$ cat src/rtl/rbfu_sel_sched.sv
// Bank-to-lane select scheduler for the RBFU network: issues one rotation map per
// group, STAGES stages per run, with idle gaps between stages and a drain cycle at the end.
module rbfu_sel_sched #(
    parameter int P      = 2,
    parameter int MAP    = 2,
    parameter int N      = 256,
    parameter int STAGES = 8,
    parameter int GAP    = 2,
    localparam int BANKS  = 2 * P,
    localparam int GROUPS = N / (2 * P),
    localparam int SW     = (STAGES > 1) ? $clog2(STAGES) : 1,
    localparam int GW     = (GROUPS > 1) ? $clog2(GROUPS) : 1
) (
    input  logic                 clk,
    input  logic                 rst,
    input  logic                 start,
    input  logic                 en,
    output logic [BANKS*MAP-1:0] sel_BI_bus,
    output logic                 sel_valid,
    output logic [SW-1:0]        stage_o,
    output logic [GW-1:0]        group_o,
    output logic                 busy,
    output logic                 done
);

    typedef enum logic [2:0] {
        ST_IDLE,
        ST_RUN,
        ST_GAP,
        ST_DRAIN,
        ST_DONE
    } state_t;

    localparam logic [SW-1:0] S_LAST   = SW'(STAGES - 1);
    localparam logic [GW-1:0] G_LAST   = GW'(GROUPS - 1);
    localparam logic [3:0]    GAP_LAST = 4'((GAP > 0) ? GAP - 1 : 0);

    state_t        state;
    logic [SW-1:0] s;
    logic [GW-1:0] g;
    logic [3:0]    gap_cnt;

    // BANKS is a power of two (MAP = log2(BANKS)), so the modulo is a plain MAP-bit wrap.
    function automatic logic [BANKS*MAP-1:0] rot_map(input logic [SW-1:0] s_i,
                                                     input logic [GW-1:0] g_i);
        logic [BANKS*MAP-1:0] m;
        logic [MAP-1:0]       base;
        base = MAP'(s_i) + MAP'(g_i);
        for (int b = 0; b < BANKS; b++) begin
            m[b*MAP +: MAP] = MAP'(b) + base;
        end
        return m;
    endfunction

    always_ff @(posedge clk or negedge rst) begin
        if (!rst) begin
            state      <= ST_IDLE;
            s          <= '0;
            g          <= '0;
            gap_cnt    <= '0;
            sel_BI_bus <= '0;
            sel_valid  <= 1'b0;
            stage_o    <= '0;
            group_o    <= '0;
            busy       <= 1'b0;
            done       <= 1'b0;
        end else begin
            sel_valid <= 1'b0;
            done      <= 1'b0;
            case (state)
                ST_IDLE: begin
                    if (start) begin
                        s       <= '0;
                        g       <= '0;
                        gap_cnt <= '0;
                        busy    <= 1'b1;
                        state   <= ST_RUN;
                    end
                end
                ST_RUN: begin
                    if (en) begin
                        sel_valid  <= 1'b1;
                        stage_o    <= s;
                        group_o    <= g;
                        sel_BI_bus <= rot_map(s, g);
                        if (g == G_LAST) begin
                            g <= '0;
                            if (s == S_LAST) begin
                                state <= ST_DRAIN;
                            end else begin
                                s <= s + 1'b1;
                                if (GAP > 0) begin
                                    gap_cnt <= '0;
                                    state   <= ST_GAP;
                                end
                            end
                        end else begin
                            g <= g + 1'b1;
                        end
                    end
                end
                ST_GAP: begin
                    if (gap_cnt == GAP_LAST) begin
                        gap_cnt <= '0;
                        state   <= ST_RUN;
                    end else begin
                        gap_cnt <= gap_cnt + 1'b1;
                    end
                end
                // Last selects are still in the network input register for this cycle.
                ST_DRAIN: begin
                    state <= ST_DONE;
                end
                ST_DONE: begin
                    done  <= 1'b1;
                    busy  <= 1'b0;
                    state <= ST_IDLE;
                end
                default: begin
                    state <= ST_IDLE;
                end
            endcase
        end
    end

endmodule

$ cat config.mk
export PLATFORM = sky130hd
export DESIGN_NAME = rbfu_sel_sched
export DESIGN_NICKNAME = d
export VERILOG_FILES = /design/src/rtl/rbfu_sel_sched.sv
export SDC_FILE = /design/constraint.sdc
export NUM_CORES = 1
export LEC_CHECK = 0
export CAP_MARGIN = 25
export CORE_MARGIN = 4
export CORE_UTILIZATION = 50
export DETAILED_ROUTE_END_ITERATION = 8
export MAX_ROUTING_LAYER = met4
export PLACE_DENSITY_LB_ADDON = 0.25
export SYNTH_ARGS = -nofsm -noshare
export SYNTH_HDL_FRONTEND = slang
export SYNTH_SLANG_ARGS = --single-unit
$ cat constraint.sdc
create_clock -name clk -period 4.7 [get_ports clk]
set_input_delay 0.47 -clock clk [delete_from_list [all_inputs] [get_ports clk]]
set_output_delay 0.47 -clock clk [all_outputs]
set_load 0.02 [all_outputs]
==> results.toml, run 1 <==
[status]
outcome = "completed"

[place]
io_buffers = 23
postPlaceCellArea_um2 = 1860
place_hpwl_um = 2290
gp_congestion = 0.910

[die]
die_y_um = 64.8
num_rows = 20
initial_core_util_pct = 52.4
num_io_pins = 24
die_w_um = 64.8
coreArea_um2 = 3080
fp.dieArea_um2 = 4200

[pwr]
clkPwrFrac_pct = 18.0
p_leak_uw = 0.000904
power_density_nw_per_um2 = 446
p_sw_share_pct = 34.7
seq_power_share_pct = 48.1
p_int_uw = 556
peakVddDrop_mv = 0.246
switchingPower_uw = 295
pwr-share-comb_pct = 33.9
p_total_uw = 851

[worst_setup_path]
required_ns = 4.95
rr_endpoint = "g[4]$_DFFE_PN0P_"
arrival_ns = 2.10
critPathMaxStageDelay_ns = 0.53
cp-startpoint = "state[0]$_DFFE_PN0P_"
worstPathCellList = "nor3b_2 -> nand2_2 -> inv_1 -> nand3_1 -> o21ai_0"
worstSetupEndpointType = "flip-flop"
reg2reg_slack_ns = 2.85
cp_max_fo = 21
critPathKind = "flip-flop to flip-flop"
worstSetupStartpointType = "flip-flop"
cp_slowest_cell = "dfrtp_1"
regToRegStartpoint = "state[0]$_DFFE_PN0P_"
r2r_cells = 5
worstSetupEndpoint = "g[4]$_DFFE_PN0P_"

[drt]
drt_first_pass_iters = 4
drc = 0
vias_per_cell = 5.34
via_count = 1217
wl_um = 3130
drtIter0Drc = 60
drtAntennaViolNets = 0
wl_per_cell_um = 13.7

[sta]
tightest_slew_ns = 0.420
period_share_pct = 39.3
max_slew_margin_pct = 72.0
rsz0062_at_grt = "false"
setup_violations = 0
fin_crit_ns = 1.85
fmax_mhz = 541
finalMaxSlewViolations = 0
worst_clock_skew_ns = 0.00444
setup-tns-final_ns = 0
hold_violations = 0
hold_ws_ns = 0.483

[global_route]
grt_max_degree = 35
grt_pass1_wl_um = 5460
overflow = 0
grt_pass1_vias = 1237
antenna_found_initial = 0
grt_usage_pct = 17.5

[logic_synthesis]
ys_seq_area_share_pct = 52.8
synth_ff_type = "dfrtp_1"
syn_area_um2 = 1610
yosys_warnings = 0
ys_top_cells_by_area = "dfrtp_1, nand2_1, ha_1, o21ai_0, nor2_1"
ys_seq_elements = 34
synth_area_per_cell_um2 = 10.1
syn_nets = 170
synth_top_area_cell = "dfrtp_1"
yosysUniqueCellTypes = 36
synthCells = 160
netlist.area_leader.share_pct = 52.8
synth_enable_flop_cells = 0
synthArstFlopShare_pct = 100

[worst_hold_path]
hold_path_class = "flip-flop to flip-flop"

[clocking]
clk_pin_slew_worst_paths_ns = 0.09
numCtsBuffers = 5
clock_latency_ns = 0.32
cts.sinks = 34
cts_tree = "built"
cts_hold_buffers = 0
cts_root_buf = "clkbuf_4"
cts.repair.resized = 0
h-tree-depth = 2
clockBufferDepth = 2
cts_setup_buffers = 0

[finish]
final_area_um2 = 1910
drive_gt1_share_pct = 8.70
syn_to_final_growth_pct = 18.2
nets = 195
antenna_cells = 0
fillers = 268

[job]
cap_violations = 0
## kinds of logic after synthesis
family / share of synthesized area [%]
XOR/XNOR: 1.94
AND/OR/NAND/NOR: 19.1
adder cells (fa/ha/maj): 4.65
buffers and inverters: 4.96
flip-flops: 52.8
AO/OA/AOI/OAI: 15.2
multiplexers: 1.40
## power groups by stage
stage               logic, uW  registers, uW  clock network, uW
detailed placement        291            415                  0
CTS                       292            410                159
finish                    288            409                154
floorplan                 132            450                  0
global placement          287            413                  0
global route              315            422                173
## how the worst min path moves through the flow
stage	from	to	slack, ns	cells after the start
final	stage_o[1]$_DFFE_PN0P_	stage_o[1]$_DFFE_PN0P_	0.48	2
after global placement	stage_o[0]$_DFFE_PN0P_	stage_o[0]$_DFFE_PN0P_	0.46	2
after CTS	sel_BI_bus[7]$_DFFE_PN0P_	sel_BI_bus[7]$_DFFE_PN0P_	0.49	1
after detailed placement	sel_BI_bus[7]$_DFFE_PN0P_	sel_BI_bus[7]$_DFFE_PN0P_	0.47	1
after global routing	stage_o[2]$_DFFE_PN0P_	stage_o[2]$_DFFE_PN0P_	0.51	2
after floorplan	rst	busy$_DFFE_PN0P_	0.17	0
## synthesized netlist by cell type (2+ instances only)
master    number
o21ai_1        3
a31oi_1        2
o21bai_1       2
a21o_1         2
o22ai_1        2
nand3_1        5
nor2_1        13
ha_1           6
nand2_1       32
nand4_1        2
mux2_2         2
inv_1          7
dfrtp_1       34
or3b_1         2
and2_1         3
a21oi_1        7
buf_6          2
buf_4          3
o21ai_0       10
nand2b_1       2
nand2_2        2
a22o_1         3
## registers in the layout (all words and copies together), names as in the netlist
| signal | count |
|---|---|
| s | 3 |
| stage_o | 3 |
| gap_cnt | 4 |
| busy | 1 |
| done | 1 |
| g | 6 |
| sel_valid | 1 |
| group_o | 6 |
| sel_BI_bus | 6 |
| state | 3 |
## worst max-delay path: cells and delay by family (launching register included)
kind                   cells  cell delay [ns]
AND/OR/NAND/NOR            3             0.72
AO/OA/AOI/OAI              1             0.14
flip-flops                 1             0.53
buffers and inverters      1             0.38
## metrics by stage
stage	cells	util, %	setup slack, ns
after CTS	228	62.0	2.81
after global routing	228	62.0	2.67
after floorplan	160	-	3.07
final	228	62.0	2.85
after global placement	222	60.3	2.72
after detailed placement	222	60.3	2.65
## metal layers
| metal | wire, um | GRT usage [%] | share of wire [%] | vias up |
|---|---|---|---|---|
| met5 | 0 | - | 0 | - |
| met4 | 44 | 9.76 | 1.4 | 0 |
| met3 | 121 | 4.68 | 3.9 | 5 |
| met2 | 1610 | 27.8 | 52 | 24 |
| met1 | 1350 | 19.9 | 43 | 592 |
| li1 | - | - | - | 596 |
## placed cells by master (no fill, tap or decap), types with 3 or more instances in the layout
cell type	instances
clkbuf_4	5
dfrtp_1	34
nand3_1	5
nand2_1	32
and2_1	3
o21ai_0	10
nor2_1	13
inv_1	7
a22o_1	3
clkdlybuf4s50_1	23
ha_1	6
a21oi_1	7
o21ai_1	3
## layout make-up
cell class | count | area (um^2) | area share [%]
sequential | 34 | 851 | 44.6
multi-input combinational | 112 | 682 | 35.8
timing repair buffer | 24 | 238 | 12.5
tap | 44 | 55.1 | 2.89
clock buffer | 6 | 51.3 | 2.69
inverter | 8 | 30.0 | 1.57
(Power assumes the default switching activity.)
==> inputs of run 2 (changes only) <==
--- a/config.mk
+++ b/config.mk
@@ -7,7 +7,7 @@
 export LEC_CHECK = 0
 export CAP_MARGIN = 25
 export CORE_MARGIN = 4
-export CORE_UTILIZATION = 50
+export CORE_UTILIZATION = 48
 export DETAILED_ROUTE_END_ITERATION = 8
 export MAX_ROUTING_LAYER = met4
 export PLACE_DENSITY_LB_ADDON = 0.25
==> constraint.sdc (replaced) <==
create_clock -name clk -period 1.7 [get_ports clk]
set_input_delay 0.17 -clock clk [delete_from_list [all_inputs] [get_ports clk]]
set_output_delay 0.17 -clock clk [all_outputs]
set_load 0.02 [all_outputs]
==> run 2 against run 1 <==
Net effect: maximum frequency is 12% higher; clock skew is 0.00080 ns higher; global-route usage is 0.74 points lower; sequential share of layout area is 1.9 points lower; routed wire length hardly changed; critical path depth is 1 higher; largest cell class unchanged; power grew to 2.8 times the previous value; combinational power grew to 3.0 times the previous value; core utilization is 1.8 points higher; worst setup slack worse by 2.8 ns; design area is 4.7% higher; largest power group unchanged.
==> results.toml, run 2 (same netlist as run 1, synthesis figures left out) <==
[status]
outcome = "completed"

[place]
gp_congestion = 0.871
io_buffers = 23
place_hpwl_um = 2340
pre_cts_ws_ns = -0.00748

[sta]
max_slew_margin_pct = 71.5
setup-tns-final_ns = 0
setup_violations = 0
hold_violations = 0
fin_crit_ns = 1.65
period_share_pct = 97.2
tightest_slew_ns = 0.428
finalMaxSlewViolations = 0
hold_ws_ns = 0.234
fin_ws_ns = 0.0474
worst_clock_skew_ns = 0.00524
fmax_mhz = 605
rsz0062_at_grt = "false"

[global_route]
grt_max_degree = 35
overflow = 0
grt_pass1_wl_um = 5410
grt_pass1_vias = 1246
grt_usage_pct = 16.7
antenna_found_initial = 0

[finish]
reg_top3 = "g: 6 flops, group_o: 6 flops, sel_BI_bus: 6 flops"
syn_to_final_growth_pct = 23.7
layout_common_cells = "dfrtp_1, nand2_1, clkdlybuf4s50_1, nor2_1"
drive_gt1_share_pct = 15.4
antenna_cells = 0
layout.cells.most_common = "dfrtp_1"
nets = 204

[clocking]
h-tree-depth = 2
cts_root_buf = "clkbuf_4"
cts.sinks = 34
cts_tree = "built"
numCtsBuffers = 5
clk_pin_slew_worst_paths_ns = 0.10
cts_setup_buffers = 0
clock_latency_ns = 0.33
clockBufferDepth = 2

[drt]
wl_um = 3130
drt_first_pass_iters = 4
via_count = 1229
vias_per_cell = 5.14
wl_per_cell_um = 13.1
drc = 0
drtIter0Drc = 34
drtAntennaViolNets = 0

[worst_setup_path]
worstSetupStartpointType = "flip-flop"
critPathMaxStageDelay_ns = 0.40
worstSetupEndpointType = "flip-flop"
cp_slowest_cell = "dfrtp_1"
critPathKind = "flip-flop to flip-flop"
critical-path-top-delay-family = "simple AND/OR/NAND/NOR gates"
crit_buf_inv = 0
arrival_ns = 1.87
required_ns = 1.92
worstPathCellList = "ha_1 -> ha_2 -> or3b_1 -> a21oi_1 -> and2_4 -> a31oi_1"
cp_max_fo = 4

[die]
initial_core_util_pct = 51.6
num_io_pins = 24
fp.dieArea_um2 = 4350
num_rows = 20
die_y_um = 66.0
coreArea_um2 = 3130
die_w_um = 66.0

[pwr]
peakVddDrop_mv = 0.493
power_density_nw_per_um2 = 1210
p_leak_uw = 0.000952

[worst_hold_path]
hold_path_class = "input port to async pin"

[job]
cap_violations = 0
[run 2: power by group]
group          internal, uW  total (uW)  switching, uW
registers               976        1100            123
clock network           200         460            260
logic                   411         863            451
total                  1590        2420            834
[run 2: worst paths after layout]
kind                                   startpoint                endpoint  slack (ns)  depth (start not counted)
setup / recovery                 s[0]$_DFFE_PN0P_  gap_cnt[2]$_DFFE_PN0P_        0.05                          6
hold / removal                                rst    state[2]$_DFFE_PN0P_        0.23                          2
setup reg to reg                 s[0]$_DFFE_PN0P_  gap_cnt[2]$_DFFE_PN0P_        0.05                          6
hold reg to reg            stage_o[1]$_DFFE_PN0P_  stage_o[1]$_DFFE_PN0P_        0.48                          2
max in group asynchronous                     rst    state[0]$_DFFE_PN0P_        1.15                          2
min in group clk           stage_o[1]$_DFFE_PN0P_  stage_o[1]$_DFFE_PN0P_        0.48                          2
[run 2: cell type report]
class / count / area [um^2]
Fill cell: 262 / 1130
Sequential cell: 34 / 852
Multi-Input combinational cell: 112 / 693
Timing Repair Buffer: 33 / 305
Clock buffer: 7 / 55.1
Tap cell: 44 / 55.1
Inverter: 8 / 30.0
Clock inverter: 1 / 5.00
[run 2: repair_timing]
item	CTS	global route
gates cloned	0	0
resized for setup	1	3
setup endpoints to repair	4	15
pin swaps	0	1
hold buffers	0	0
[run 2: per-layer routing]
layer | GRT usage, % | share of wire [%] | vias to the layer above | wire [um]
met3 | 4.59 | 4.6 | 9 | 144
met1 | 19.6 | 46 | 572 | 1440
met4 | 8.38 | 2.5 | 0 | 78
met5 | - | 0 | - | 0
met2 | 26.4 | 47 | 29 | 1470
li1 | - | - | 619 | -
[run 2: metrics by stage]
step / cells / instance area (um^2) / power [uW] / util (%)
after floorplan: 160 / 1610 / 1610 / -
after global placement: 231 / 1920 / 1960 / 61.5
after detailed placement: 231 / 1920 / 1980 / 61.5
after CTS: 239 / 1990 / 2440 / 63.5
after global routing: 239 / 2000 / 2570 / 63.8
final: 239 / 2000 / 2420 / 63.8
